### src/rtl/cpu_runctl_if.sv
// Control-unit / CPU-core side signals of the run controller.
// The master drives the inputs, the slave is the run controller itself.
interface cpu_runctl_if #(
  parameter int CNT_W = 32
);
  logic             alive;
  logic             halt_clr;
  logic             halt_req;
  logic [CNT_W-1:0] wdog_limit;
  logic             cpu_halt;
  logic             cpu_rst;
  logic             cpu_en;
  logic [CNT_W-1:0] run_cycles;
  logic [1:0]       halt_cause;
  logic [1:0]       run_state;

  modport master (
    output alive, halt_clr, halt_req, wdog_limit,
    input  cpu_halt, cpu_rst, cpu_en, run_cycles, halt_cause, run_state
  );

  modport slave (
    input  alive, halt_clr, halt_req, wdog_limit,
    output cpu_halt, cpu_rst, cpu_en, run_cycles, halt_cause, run_state
  );
endinterface

### src/rtl/cpu_runctl.sv
// Soft-CPU run controller: sequences core reset/enable, records why the core
// stopped and counts run cycles with an optional watchdog.
module cpu_runctl #(
  parameter int RST_CYCLES = 4,
  parameter int CNT_W      = 32
) (
  input  logic          clk,
  input  logic          rst,
  cpu_runctl_if.slave   bus
);
  localparam logic [1:0] S_IDLE  = 2'b00;
  localparam logic [1:0] S_RESET = 2'b01;
  localparam logic [1:0] S_RUN   = 2'b10;
  localparam logic [1:0] S_HALT  = 2'b11;

  localparam int             RC_W    = (RST_CYCLES > 1) ? $clog2(RST_CYCLES) : 1;
  localparam logic [RC_W-1:0] RC_INIT = RC_W'(RST_CYCLES - 1);

  logic [1:0]       state_q, state_d;
  logic [RC_W-1:0]  rcnt_q, rcnt_d;
  logic [CNT_W-1:0] cyc_q, cyc_d, cyc_sat;
  logic [CNT_W:0]   cyc_p1;
  logic [1:0]       cause_q, cause_d;
  logic             flag_q, flag_d;
  logic             wdog_hit;

  assign cyc_sat  = (&cyc_q) ? cyc_q : cyc_q + CNT_W'(1);
  // Compare one bit wider so the saturated count still trips any nonzero limit.
  assign cyc_p1   = {1'b0, cyc_q} + {{CNT_W{1'b0}}, 1'b1};
  assign wdog_hit = (bus.wdog_limit != '0) && (cyc_p1 >= {1'b0, bus.wdog_limit});

  always_comb begin
    state_d = state_q;
    rcnt_d  = rcnt_q;
    cyc_d   = cyc_q;
    cause_d = cause_q;
    flag_d  = flag_q;
    if (bus.halt_clr) begin
      // A start from any state, including RESET/RUN, restarts the sequence.
      state_d = S_RESET;
      rcnt_d  = RC_INIT;
      cyc_d   = '0;
      cause_d = 2'b00;
      flag_d  = 1'b0;
    end else begin
      case (state_q)
        S_RESET: begin
          if (!bus.alive) begin
            cause_d = 2'b11;
            state_d = S_IDLE;
          end else if (rcnt_q == '0) begin
            state_d = S_RUN;
          end else begin
            rcnt_d = rcnt_q - RC_W'(1);
          end
        end
        S_RUN: begin
          cyc_d = cyc_sat;
          if (!bus.alive) begin
            cause_d = 2'b11;
            state_d = S_HALT;
          end else if (bus.halt_req) begin
            cause_d = 2'b01;
            flag_d  = 1'b1;
            state_d = S_HALT;
          end else if (wdog_hit) begin
            cause_d = 2'b10;
            flag_d  = 1'b1;
            state_d = S_HALT;
          end
        end
        default: ;
      endcase
    end
  end

  always_ff @(posedge clk) begin
    if (rst) begin
      state_q <= S_IDLE;
      rcnt_q  <= '0;
      cyc_q   <= '0;
      cause_q <= 2'b00;
      flag_q  <= 1'b0;
    end else begin
      state_q <= state_d;
      rcnt_q  <= rcnt_d;
      cyc_q   <= cyc_d;
      cause_q <= cause_d;
      flag_q  <= flag_d;
    end
  end

  // Mask with halt_clr so the control unit never sees a stale halt right after a start.
  assign bus.cpu_halt   = flag_q & ~bus.halt_clr;
  assign bus.cpu_rst    = ~state_q[1];
  assign bus.cpu_en     = (state_q == S_RUN);
  assign bus.run_cycles = cyc_q;
  assign bus.halt_cause = cause_q;
  assign bus.run_state  = state_q;
endmodule
### src/flat_wrapper.sv
// flat-port wrapper written by rule: the top's interface ports become plain ports
module cpu_runctl_flat 
#(
  parameter int RST_CYCLES = 4,
  parameter int CNT_W      = 32
)
  (clk, rst, bus_alive, bus_halt_clr, bus_halt_req, bus_wdog_limit, bus_cpu_halt, bus_cpu_rst, bus_cpu_en, bus_run_cycles, bus_halt_cause, bus_run_state);
  cpu_runctl_if #(.CNT_W(CNT_W)) bus_i ();
  input  logic clk;
  input  logic rst;
  input wire logic [$bits(bus_i.alive)-1:0] bus_alive;
  input wire logic [$bits(bus_i.halt_clr)-1:0] bus_halt_clr;
  input wire logic [$bits(bus_i.halt_req)-1:0] bus_halt_req;
  input wire logic [$bits(bus_i.wdog_limit)-1:0] bus_wdog_limit;
  output wire logic [$bits(bus_i.cpu_halt)-1:0] bus_cpu_halt;
  output wire logic [$bits(bus_i.cpu_rst)-1:0] bus_cpu_rst;
  output wire logic [$bits(bus_i.cpu_en)-1:0] bus_cpu_en;
  output wire logic [$bits(bus_i.run_cycles)-1:0] bus_run_cycles;
  output wire logic [$bits(bus_i.halt_cause)-1:0] bus_halt_cause;
  output wire logic [$bits(bus_i.run_state)-1:0] bus_run_state;
  assign bus_i.alive = bus_alive;
  assign bus_i.halt_clr = bus_halt_clr;
  assign bus_i.halt_req = bus_halt_req;
  assign bus_i.wdog_limit = bus_wdog_limit;
  assign bus_cpu_halt = bus_i.cpu_halt;
  assign bus_cpu_rst = bus_i.cpu_rst;
  assign bus_cpu_en = bus_i.cpu_en;
  assign bus_run_cycles = bus_i.run_cycles;
  assign bus_halt_cause = bus_i.halt_cause;
  assign bus_run_state = bus_i.run_state;
  cpu_runctl #(.RST_CYCLES(RST_CYCLES), .CNT_W(CNT_W)) u_core (.clk(clk), .rst(rst), .bus(bus_i));
endmodule
### config.mk
export PLATFORM = sky130hd
export DESIGN_NAME = cpu_runctl_flat
export DESIGN_NICKNAME = d
export VERILOG_FILES = /design/src/rtl/cpu_runctl_if.sv /design/src/rtl/cpu_runctl.sv /design/src/flat_wrapper.sv
export SDC_FILE = /design/constraint.sdc
export NUM_CORES = 1
export LEC_CHECK = 0
export CORE_UTILIZATION = 40
export DETAILED_ROUTE_END_ITERATION = 12
export PLACE_DENSITY = 0.67
export SETUP_SLACK_MARGIN = 0.5
export SYNTH_ARGS = -nofsm -noshare
export SYNTH_HDL_FRONTEND = slang
export SYNTH_SLANG_ARGS = --single-unit
export TNS_END_PERCENT = 50
### constraint.sdc
create_clock -name clk -period 4.4 [get_ports clk]
set_input_delay 0.66 -clock clk [delete_from_list [all_inputs] [get_ports clk]]
set_output_delay 0.66 -clock clk [all_outputs]
set_load 0.005 [all_outputs]
==> run metrics <==
Seq/Total Area, Yosys=24.9%; Largest stage delay, worst path=410 ps; initial antenna violation count=0; WP data required=4630 ps; first-pass GRT wire length=13.9 mm; WP depth=14; Cell Area, Synth=3140 um2; pin count of the biggest net entering global routing=37; critical path class=reg -> reg; Top FF cell, synth=dfxtp_1; Die Area=8200 um2; number of CTS-inserted buffers=5; CTS Hold Bufs=0; Peak VDD IR=0.000122 V; R2R Setup Slk=790 ps; Final Hold Vio Count=0; worst hold path class=reg -> reg; Syn Nets=478; diode count=0; pwr dens=177 nW/um2; Synth Instances=405; clock sink total=39; synthesized area per cell=7.75 um2; Die Y-Extent=90.6 um; TritonCTS clock tree=done; kind of cell adding the most delay to the critical path=simple AND/OR/NAND/NOR gates; Placer Congestion=0.930; vias in the first global route=2846; fraction of layout cells with a size suffix above 1=8.60%; CP max FO=6; Post-synth ARST share=0%; R2R depth=14; placed cell count=567; Post-synth EDFFs=0; Final setup violation count=0; crit start category=register; WL/cell=14.9 um; status=finished, final reports clean; DRT antenna net count=0; Slew HR=46.0%; Reg-to-Reg End=u_core.bus.run_state[1]; Clk pin slew, worst setup/hold paths=90 ps; WP data arrival=3840 ps; yosys warns=0; largest area contributor in the netlist=dfxtp_1; floorplan core area=7410 um2; final wirelength=8.60 mm; most common cell in the netlist=inv_1; Area Overhead vs Synth=32.9%; Slew Viols, Final=0; Bufs and invs on worst path=0; Worst Max-Slew Pin Slew=809 ps; Final Non-Filler Cells=576; Pleak=0.00171 uW; Die X-Extent=90.6 um; Clock Path Buffers=2; CP max stage cell=dfxtp_1; Netlist cell types=41; worst-path cell chain=ha_2 -> nand3_4 -> nor3_4 -> and4_2 -> nand3_1 -> xnor2_1 -> ha_1 -> nand4_1 -> nor4_4 -> a311oi_1 -> a41o_1 -> a31oi_4 -> o21ai_0 -> a211oi_1; Port Buffer Count=75; nets=549; post-synthesis register bit count=39; Initial Utilization=42.4%; worst setup path endpoint=u_core.bus.run_state[1]; Detailed Route Iter0 Violations=118; GRT Total Usage=21.0%; post-route clock period utilization=82.1%; vias per cell=5.34; nature of the critical path endpoint=register; Max H-tree Level=2; post-route setup TNS=0 ps; via count=3073; Post-Route Skew=8.53 ps; cell row count=31; Max Cap Viol=0; DRC Markers=0; post-synth top area share=24.9%; max frequency=0.277 GHz; Min Clock Period, post-route=3610 ps; r2r startpoint=u_core.bus.run_cycles[1]; drt pass-1 iters=4; hpwl dp=6.51 mm; Congestion Overflow GR=0; IO Pins=76; RSZ-0062 raised after global routing=no; crit path from=u_core.bus.run_cycles[1]; top cells by count, synth=inv_1, dfxtp_1, nor2_1, ha_1; Root Driver=clkbuf_8; top post-synthesis cells by area=dfxtp_1, ha_1, xor2_1; clock latency on the worst-skew pair=310 ps
==> worst min path at each step <==
stage	from	endpoint	slack, ps	depth (start not counted)
floorplan	u_core.bus.run_cycles[1]	u_core.bus.run_cycles[1]	490	2
global placement	u_core.bus.run_cycles[1]	u_core.bus.run_cycles[1]	490	2
detailed placement	u_core.bus.run_cycles[1]	u_core.bus.run_cycles[1]	510	2
CTS	u_core.bus.run_cycles[1]	u_core.bus.run_cycles[1]	520	2
global route	u_core.bus.run_cycles[1]	u_core.bus.run_cycles[1]	540	2
finish	u_core.bus.run_cycles[1]	u_core.bus.run_cycles[1]	520	2
==> worst min-delay path, cell delays in order, from the launching register on <==
cell,delay [ps]
dfxtp_1,360
nand2_1,70
a21oi_1,60
==> area by class of cell <==
type | count | area [um2]
fill | 716 | 3240
multi-input combinational | 312 | 2240
sequential | 39 | 791
timing repair buffer | 78 | 773
inverter | 40 | 150
tap | 99 | 124
clock buffer | 5 | 68.8
clock inverter | 3 | 23.8
==> timing repair <==
action                     4_1_cts  5_1_grt
pin swaps                        0        2
resized for setup                3       23
setup endpoints to repair        5        5
buffers inserted                 0        1
hold endpoints to repair         0        0
==> layout by cell type, fill, tap and decap left out, types with 3 or more instances in the layout <==
master           synthesis  routed
a211oi_1                 3       3
a21oi_1                 25      25
and2_1                   5       5
and3_1                   6       6
buf_4                    0       3
clkbuf_8                 0       5
clkdlybuf4s50_1          0      75
dfxtp_1                 39      31
dfxtp_2                  0       8
ha_1                    36      35
inv_1                   40      40
nand2_1                 32      32
nand3_1                 19      17
nand3_4                  1       3
nand4_1                 18      18
nor2_1                  37      35
nor2b_1                  3       3
nor3_1                  15      11
nor3_2                   0       3
nor4_1                  11      10
o21ai_0                 14      14
or3_1                    7       7
xnor2_1                 23      23
xor2_1                  32      32
==> stage by stage <==
stage	instance area, um2	setup WS (ps)	power [uW]	hold slack, ps	util (%)
final	4170	788	737	522	56.3
after global routing	4170	491	767	538	56.3
after CTS	4080	503	740	523	55.1
after detailed placement	3970	309	477	509	53.6
after global placement	3970	514	475	488	53.6
after floorplan	3140	742	417	489	-
==> kinds of logic after synthesis <==
kind of cell | Yosys count | synth area share (%)
compound gates | 53 | 10.3
xor+xnor | 55 | 15.4
fa+ha+maj | 36 | 14.4
buf+inv | 54 | 6.50
flops | 39 | 24.9
simple gates | 168 | 28.6
==> sequential cells by signal, summed over array words and instances, names as in the netlist <==
register,count
u_core.bus.run_cycles,32
u_core.bus.halt_cause,2
u_core.bus.run_state,2
u_core.flag_q,1
u_core.rcnt_q,2
==> power by group <==
part | total [uW] | internal (uW) | switching (uW)
Clock | 267 | 114 | 154
Combinational | 109 | 55.7 | 53.7
Sequential | 360 | 357 | 3.31
Total | 737 | 526 | 211
==> metal layers <==
layer	part of all wire (%)	GRT usage, %
met5	0	0
met4	1.4	4.57
met3	5.7	3.62
met2	45	33.9
met1	47	29.0
No activity file was read; power rests on OpenSTA's default activity.
